**src/rtl/ch0re_mem_arbiter_if.sv**
```systemverilog
// rtl/ch0re_mem_arbiter_if.sv - fetch/data requester and memory macro bus for the ch0re memory arbiter
interface ch0re_mem_arbiter_if #(
    parameter int MEM_ADDR_WIDTH = 12
);
    logic                      if_req;
    logic [63:0]               if_addr;
    logic                      if_gnt;
    logic                      if_rvalid;
    logic [31:0]               if_rdata;

    logic                      d_req;
    logic                      d_we;
    logic [7:0]                d_be;
    logic [63:0]               d_addr;
    logic [63:0]               d_wdata;
    logic                      d_gnt;
    logic                      d_rvalid;
    logic [63:0]               d_rdata;

    logic                      mem_en;
    logic [7:0]                mem_wen;
    logic [MEM_ADDR_WIDTH-1:0] mem_addr;
    logic [63:0]               mem_wdata;
    logic [63:0]               mem_rdata;

    // Arbiter side
    modport slave (
        input  if_req, if_addr, d_req, d_we, d_be, d_addr, d_wdata, mem_rdata,
        output if_gnt, if_rvalid, if_rdata, d_gnt, d_rvalid, d_rdata,
        output mem_en, mem_wen, mem_addr, mem_wdata
    );

    // Requesters plus memory macro side
    modport master (
        output if_req, if_addr, d_req, d_we, d_be, d_addr, d_wdata, mem_rdata,
        input  if_gnt, if_rvalid, if_rdata, d_gnt, d_rvalid, d_rdata,
        input  mem_en, mem_wen, mem_addr, mem_wdata
    );
endinterface

```
**src/rtl/ch0re_mem_arbiter.sv**
```systemverilog
// rtl/ch0re_mem_arbiter.sv - data-priority fetch/data arbiter with starvation guard over one 64-bit memory
module ch0re_mem_arbiter #(
    parameter int MEM_ADDR_WIDTH = 12,
    parameter int STARVE_LIMIT   = 4
) (
    input  logic                 clk,
    input  logic                 rst_n,
    ch0re_mem_arbiter_if.slave   bus
);

    localparam logic [3:0] LIMIT = 4'(STARVE_LIMIT);

    logic [3:0] starve_cnt;
    logic       owner_if;
    logic       owner_d;
    logic       sel_hi;
    logic       gnt_if;
    logic       gnt_d;

    // Grant decision: data wins conflicts unless fetch has been starved LIMIT cycles; nothing granted in reset
    always_comb begin
        gnt_if = 1'b0;
        gnt_d  = 1'b0;
        if (rst_n) begin
            if (bus.d_req && !(bus.if_req && starve_cnt == LIMIT)) begin
                gnt_d = 1'b1;
            end else if (bus.if_req) begin
                gnt_if = 1'b1;
            end
        end
    end

    // Memory macro drive for the granted requester; idle bus is all zeros
    always_comb begin
        bus.mem_en    = 1'b0;
        bus.mem_wen   = 8'h00;
        bus.mem_addr  = '0;
        bus.mem_wdata = 64'h0;
        if (gnt_d) begin
            bus.mem_en    = 1'b1;
            bus.mem_wen   = bus.d_we ? bus.d_be : 8'h00;
            bus.mem_addr  = bus.d_addr[3 +: MEM_ADDR_WIDTH];
            bus.mem_wdata = bus.d_wdata;
        end else if (gnt_if) begin
            bus.mem_en    = 1'b1;
            bus.mem_addr  = bus.if_addr[3 +: MEM_ADDR_WIDTH];
        end
    end

    // Response ownership and fetch starvation tracking; reset drops any in-flight response
    always_ff @(posedge clk or negedge rst_n) begin
        if (!rst_n) begin
            starve_cnt <= 4'd0;
            owner_if   <= 1'b0;
            owner_d    <= 1'b0;
            sel_hi     <= 1'b0;
        end else begin
            owner_if <= gnt_if;
            owner_d  <= gnt_d;
            if (gnt_if || gnt_d) begin
                sel_hi <= bus.if_addr[2];
            end
            if (gnt_if) begin
                starve_cnt <= 4'd0;
            end else if (bus.if_req && starve_cnt < LIMIT) begin
                starve_cnt <= starve_cnt + 4'd1;
            end
        end
    end

    // Route the registered memory read back to whichever port owned last cycle's grant
    always_comb begin
        bus.if_gnt    = gnt_if;
        bus.d_gnt     = gnt_d;
        bus.if_rvalid = owner_if;
        bus.if_rdata  = sel_hi ? bus.mem_rdata[63:32] : bus.mem_rdata[31:0];
        bus.d_rvalid  = owner_d;
        bus.d_rdata   = bus.mem_rdata;
    end

    // Byte offset and out-of-range address bits are intentionally ignored
    logic unused_addr_bits;
    assign unused_addr_bits = ^{bus.if_addr[1:0], bus.if_addr[63:MEM_ADDR_WIDTH+3],
                                bus.d_addr[2:0], bus.d_addr[63:MEM_ADDR_WIDTH+3]};

endmodule

```
**src/flat_wrapper.sv**
```systemverilog
// flat-port wrapper written by rule: the top's interface ports become plain ports
module ch0re_mem_arbiter_flat 
#(
    parameter int MEM_ADDR_WIDTH = 12,
    parameter int STARVE_LIMIT   = 4
)
  (clk, rst_n, bus_if_req, bus_if_addr, bus_d_req, bus_d_we, bus_d_be, bus_d_addr, bus_d_wdata, bus_mem_rdata, bus_if_gnt, bus_if_rvalid, bus_if_rdata, bus_d_gnt, bus_d_rvalid, bus_d_rdata, bus_mem_en, bus_mem_wen, bus_mem_addr, bus_mem_wdata);
  ch0re_mem_arbiter_if #(.MEM_ADDR_WIDTH(MEM_ADDR_WIDTH)) bus_i ();
  input  logic clk;
  input  logic rst_n;
  input wire logic [$bits(bus_i.if_req)-1:0] bus_if_req;
  input wire logic [$bits(bus_i.if_addr)-1:0] bus_if_addr;
  input wire logic [$bits(bus_i.d_req)-1:0] bus_d_req;
  input wire logic [$bits(bus_i.d_we)-1:0] bus_d_we;
  input wire logic [$bits(bus_i.d_be)-1:0] bus_d_be;
  input wire logic [$bits(bus_i.d_addr)-1:0] bus_d_addr;
  input wire logic [$bits(bus_i.d_wdata)-1:0] bus_d_wdata;
  input wire logic [$bits(bus_i.mem_rdata)-1:0] bus_mem_rdata;
  output wire logic [$bits(bus_i.if_gnt)-1:0] bus_if_gnt;
  output wire logic [$bits(bus_i.if_rvalid)-1:0] bus_if_rvalid;
  output wire logic [$bits(bus_i.if_rdata)-1:0] bus_if_rdata;
  output wire logic [$bits(bus_i.d_gnt)-1:0] bus_d_gnt;
  output wire logic [$bits(bus_i.d_rvalid)-1:0] bus_d_rvalid;
  output wire logic [$bits(bus_i.d_rdata)-1:0] bus_d_rdata;
  output wire logic [$bits(bus_i.mem_en)-1:0] bus_mem_en;
  output wire logic [$bits(bus_i.mem_wen)-1:0] bus_mem_wen;
  output wire logic [$bits(bus_i.mem_addr)-1:0] bus_mem_addr;
  output wire logic [$bits(bus_i.mem_wdata)-1:0] bus_mem_wdata;
  assign bus_i.if_req = bus_if_req;
  assign bus_i.if_addr = bus_if_addr;
  assign bus_i.d_req = bus_d_req;
  assign bus_i.d_we = bus_d_we;
  assign bus_i.d_be = bus_d_be;
  assign bus_i.d_addr = bus_d_addr;
  assign bus_i.d_wdata = bus_d_wdata;
  assign bus_i.mem_rdata = bus_mem_rdata;
  assign bus_if_gnt = bus_i.if_gnt;
  assign bus_if_rvalid = bus_i.if_rvalid;
  assign bus_if_rdata = bus_i.if_rdata;
  assign bus_d_gnt = bus_i.d_gnt;
  assign bus_d_rvalid = bus_i.d_rvalid;
  assign bus_d_rdata = bus_i.d_rdata;
  assign bus_mem_en = bus_i.mem_en;
  assign bus_mem_wen = bus_i.mem_wen;
  assign bus_mem_addr = bus_i.mem_addr;
  assign bus_mem_wdata = bus_i.mem_wdata;
  ch0re_mem_arbiter #(.MEM_ADDR_WIDTH(MEM_ADDR_WIDTH), .STARVE_LIMIT(STARVE_LIMIT)) u_core (.clk(clk), .rst_n(rst_n), .bus(bus_i));
endmodule
```
**config.mk**
```make
export PLATFORM = sky130hd
export DESIGN_NAME = ch0re_mem_arbiter_flat
export DESIGN_NICKNAME = d
export VERILOG_FILES = /design/src/rtl/ch0re_mem_arbiter_if.sv /design/src/rtl/ch0re_mem_arbiter.sv /design/src/flat_wrapper.sv
export SDC_FILE = /design/constraint.sdc
export NUM_CORES = 1
export LEC_CHECK = 0
export CAP_MARGIN = 10
export CORE_AREA = 10 10 170 172
export CTS_CLUSTER_SIZE = 8
export DETAILED_ROUTE_END_ITERATION = 10
export DIE_AREA = 0 0 180 182
export PLACE_DENSITY_LB_ADDON = 0.1
export SLEW_MARGIN = 10
export SYNTH_ARGS = -nofsm -noshare
export SYNTH_HDL_FRONTEND = slang
export SYNTH_SLANG_ARGS = --single-unit
```
**constraint.sdc**
```tcl
create_clock -name clk -period 1.6 [get_ports clk]
set_clock_uncertainty 0.05 [all_clocks]
set_input_delay 0.32 -clock clk [delete_from_list [all_inputs] [get_ports clk]]
set_output_delay 0.32 -clock clk [all_outputs]
set_load 0.01 [all_outputs]
```
==> results.sh <==
export IMPL_status="finished with violations"
export IMPL_violations="negative setup slack"
export IMPL_firstDrtPassIters=4
export IMPL_hold_path_class="in2async"
export IMPL_core_um2=25600
export IMPL_required_ns=1.23
export IMPL_synth_enable_flop_cells=0
export IMPL_cts_sinks=7
export IMPL_fin_crit_sh=1.28
export IMPL_slowest_delay_ns=0.43
export IMPL_cts_tree="built"
export IMPL_grt_overflow_total=0
export IMPL_path_max_fanout=9
export IMPL_start_util=0.0721
export IMPL_grt_pass1_vias=3028
export IMPL_boundaryPins=454
export IMPL_internal_power_mw=2.05
export IMPL_drive_gt1_frac=0.472
export IMPL_yosysSeqAreaShare=0.0949
export IMPL_swShare=0.324
export IMPL_clock_power_share=0.138
export IMPL_period_minus_slack_ns=2.05
export IMPL_critPathBufInv=4
export IMPL_p_seq_frac=0.087
export IMPL_wirelength_um=16700
export IMPL_fin_area_um2=6230
export IMPL_multi_input_area_um2=1280
export IMPL_power_per_cell_area_nw_per_um2=487
export IMPL_area_growth_syn_to_layout_pct=237
export IMPL_dieArea_um2=32800
export IMPL_leakage_nw=3.29
export IMPL_yosysTopAreaCell="buf_4"
export IMPL_arrival_ns=1.68
export IMPL_clk_path_buf_depth=2
export IMPL_finalHoldViolCount=0
export IMPL_syn_area_um2=1850
export IMPL_ys_types=23
export IMPL_setup_ws_ns=-0.452
export IMPL_die_y_um=182
export IMPL_gp_congestion=0.787
export IMPL_endpoint_kind="output port"
export IMPL_dp_slack_ns=-1.03
export IMPL_switchingPower_uw=981
export IMPL_crit_path_top_delay_cell="dfrtp_2"
export IMPL_place_inst=858
export IMPL_path_delay_family="buffers and inverters"
export IMPL_final_cells=886
export IMPL_grtUsageTotal=0.0867
export IMPL_grt_pass1_wl_um=22100
export IMPL_route_detailed_drc=0
export IMPL_relSlewSlack=0.869
export IMPL_slew_viol_final=0
export IMPL_rsz0062_at_grt="true"
export IMPL_ys_ff_latch=7
export IMPL_synthArstFlopShare=1.00
export IMPL_yosys_warnings=0
export IMPL_cts_root_buffer="clkbuf_16"
export IMPL_vias=2775
export IMPL_wire_per_inst_um=18.9
export IMPL_fmaxAchievable_ghz=0.487
export IMPL_rows=59
export IMPL_antenna_left=0
export IMPL_antenna_found_initial=0
export IMPL_peakVddDrop_v=0.000761
export IMPL_tightest_slew_ns=0.196
export IMPL_clk_pin_slew_ns=0.04
export IMPL_dpl_cell_area_um2=5480
export IMPL_syn_area_per_cell_um2=8.36
export IMPL_hpwl_um=13700
export IMPL_whs_ns=0.126
export IMPL_setup_viol=118
export IMPL_initialDrtViolationCount=53
export IMPL_clk_latency_ns=0.23
export IMPL_numPortBuffers=350
export IMPL_grt_max_degree=34
export IMPL_seq_area_um2=178
export IMPL_maxCapViolCount=0
export IMPL_syn_num_nets=492
export IMPL_diodes=0
export IMPL_vias_per_cell=3.13
export IMPL_worstPathCellList="nor2b_4 > a31oi_4 > buf_12 > buf_8 > buf_16 > a22o_1 > buf_2"
export IMPL_start_kind="register"
export IMPL_crit_type="reg2out"
export IMPL_die_w_um=180
export IMPL_fill_cells=2811
export IMPL_synth_cells=221
export IMPL_power_frac_comb=0.776
export IMPL_numCtsBuffers=3
export IMPL_yosysTopAreaCellShare=0.260
export IMPL_htreeDepth=1
export IMPL_yosys_top_cells_area="buf_4 (26%), and2_1 (22%), mux2_2 (20%)"
export IMPL_synth_ff_type="dfrtp_1"
export IMPL_fin_nets=823
export IMPL_hold_buffers=0
-- registers in the layout, summed over array words and instances, names as in the netlist --
name	count
u_core.bus.d_rvalid	1
u_core.sel_hi	1
u_core.starve_cnt	4
u_core.bus.if_rvalid	1
-- Yosys cell counts, types with 2 or more instances --
library cell  instances
and2_1               64
buf_4                64
mux2_2               33
a22o_1               12
and3_1                8
buf_6                 7
dfrtp_1               7
buf_2                 6
nor2_1                3
ha_1                  2
inv_1                 2
nand2_1               2
-- cells by family after synthesis --
family          after synthesis  synth area share
simple gates                 81             0.271
buf+inv                      80             0.325
mux                          34             0.207
compound gates               16            0.0840
flops                         7            0.0949
fa+ha+maj                     2            0.0135
xor+xnor                      1           0.00474
-- per-layer routing --
layer / part of all wire / up-vias / track usage
li1: - / 1333 / -
met1: 0.36 / 1305 / 0.0869
met4: 0 / 0 / 0.000992
met5: 0 / - / 0
met3: 0.058 / 0 / 0.0247
met2: 0.58 / 137 / 0.180
-- placed cells by master, fill, tap and decap left out, types with 3 or more instances in the layout --
cell	Yosys	layout
clkbuf_16	0	6
dfrtp_1	7	5
buf_8	0	4
a22o_1	12	12
mux2_2	33	14
buf_4	64	30
buf_12	0	7
clkdlybuf4s50_1	0	164
dlygate4sd2_1	0	3
clkbuf_2	0	5
and2_4	0	39
buf_2	6	31
nor2_1	3	3
mux2_4	0	19
dlymetal6s2s_1	0	64
buf_6	7	88
and2_1	64	25
buf_16	0	3
and3_1	8	6
-- worst register-to-register path, cell delays in order (launching register included) --
cell	delay (ns)
dfrtp_1	0.38
inv_2	0.07
ha_4	0.15
nand3b_1	0.12
a21oi_4	0.18
buf_12	0.16
buf_4	0.14
and2b_1	0.17
-- per-stage QoR --
stage / power, mW / TNS (ns) / util
3_5_place_dp: 2.27 / -98.56 / 0.214
6_report: 3.03 / -33.08 / 0.243
2_1_floorplan: 1.03 / -0.482 / -
5_1_grt: 3.23 / -41.30 / 0.243
3_3_place_gp: 2.27 / -96.38 / 0.214
4_1_cts: 2.76 / -49.80 / 0.220
-- what timing repair did --
action | in CTS | in global routing
setup buffers | 7 | 10
gates cloned | 4 | 4
endpoints found under the hold margin | 0 | 0
pin swaps | 20 | 1
resized for setup | 526 | 207
endpoints found under the setup margin | 184 | 184
-- final cells by class --
type,count,share of cell area
timing repair buffer,404,0.685
multi-input combinational,134,0.205
tap,335,0.0673
sequential,7,0.0285
clock buffer,4,0.0127
inverter,2,0.00121
-- final timing paths --
kind | slack (ns) | endpoint | cells after the start | from
max | -0.45 | bus_mem_addr[3] | 7 | u_core.starve_cnt[3]$_DFFE_PN0P_
min | 0.13 | u_core.starve_cnt[2]$_DFFE_PN0P_ | 2 | rst_n
max reg2reg | 0.07 | u_core.starve_cnt[3]$_DFFE_PN0P_ | 7 | u_core.starve_cnt[1]$_DFFE_PN0P_
min reg2reg | 0.52 | u_core.starve_cnt[3]$_DFFE_PN0P_ | 1 | u_core.starve_cnt[3]$_DFFE_PN0P_
max in group asynchronous | 1.24 | u_core.sel_hi$_DFFE_PN0P_ | 2 | rst_n
min in group clk | 0.52 | u_core.starve_cnt[3]$_DFFE_PN0P_ | 1 | u_core.starve_cnt[3]$_DFFE_PN0P_
-- power groups by stage --
stage	registers [mW]	logic, mW	clock network, mW
detailed placement	0.257	2.01	0
global route	0.270	2.51	0.446
CTS	0.255	2.08	0.432
floorplan	0.260	0.774	0
finish	0.262	2.35	0.418
global placement	0.257	2.02	0
(Power assumes the default switching activity.)
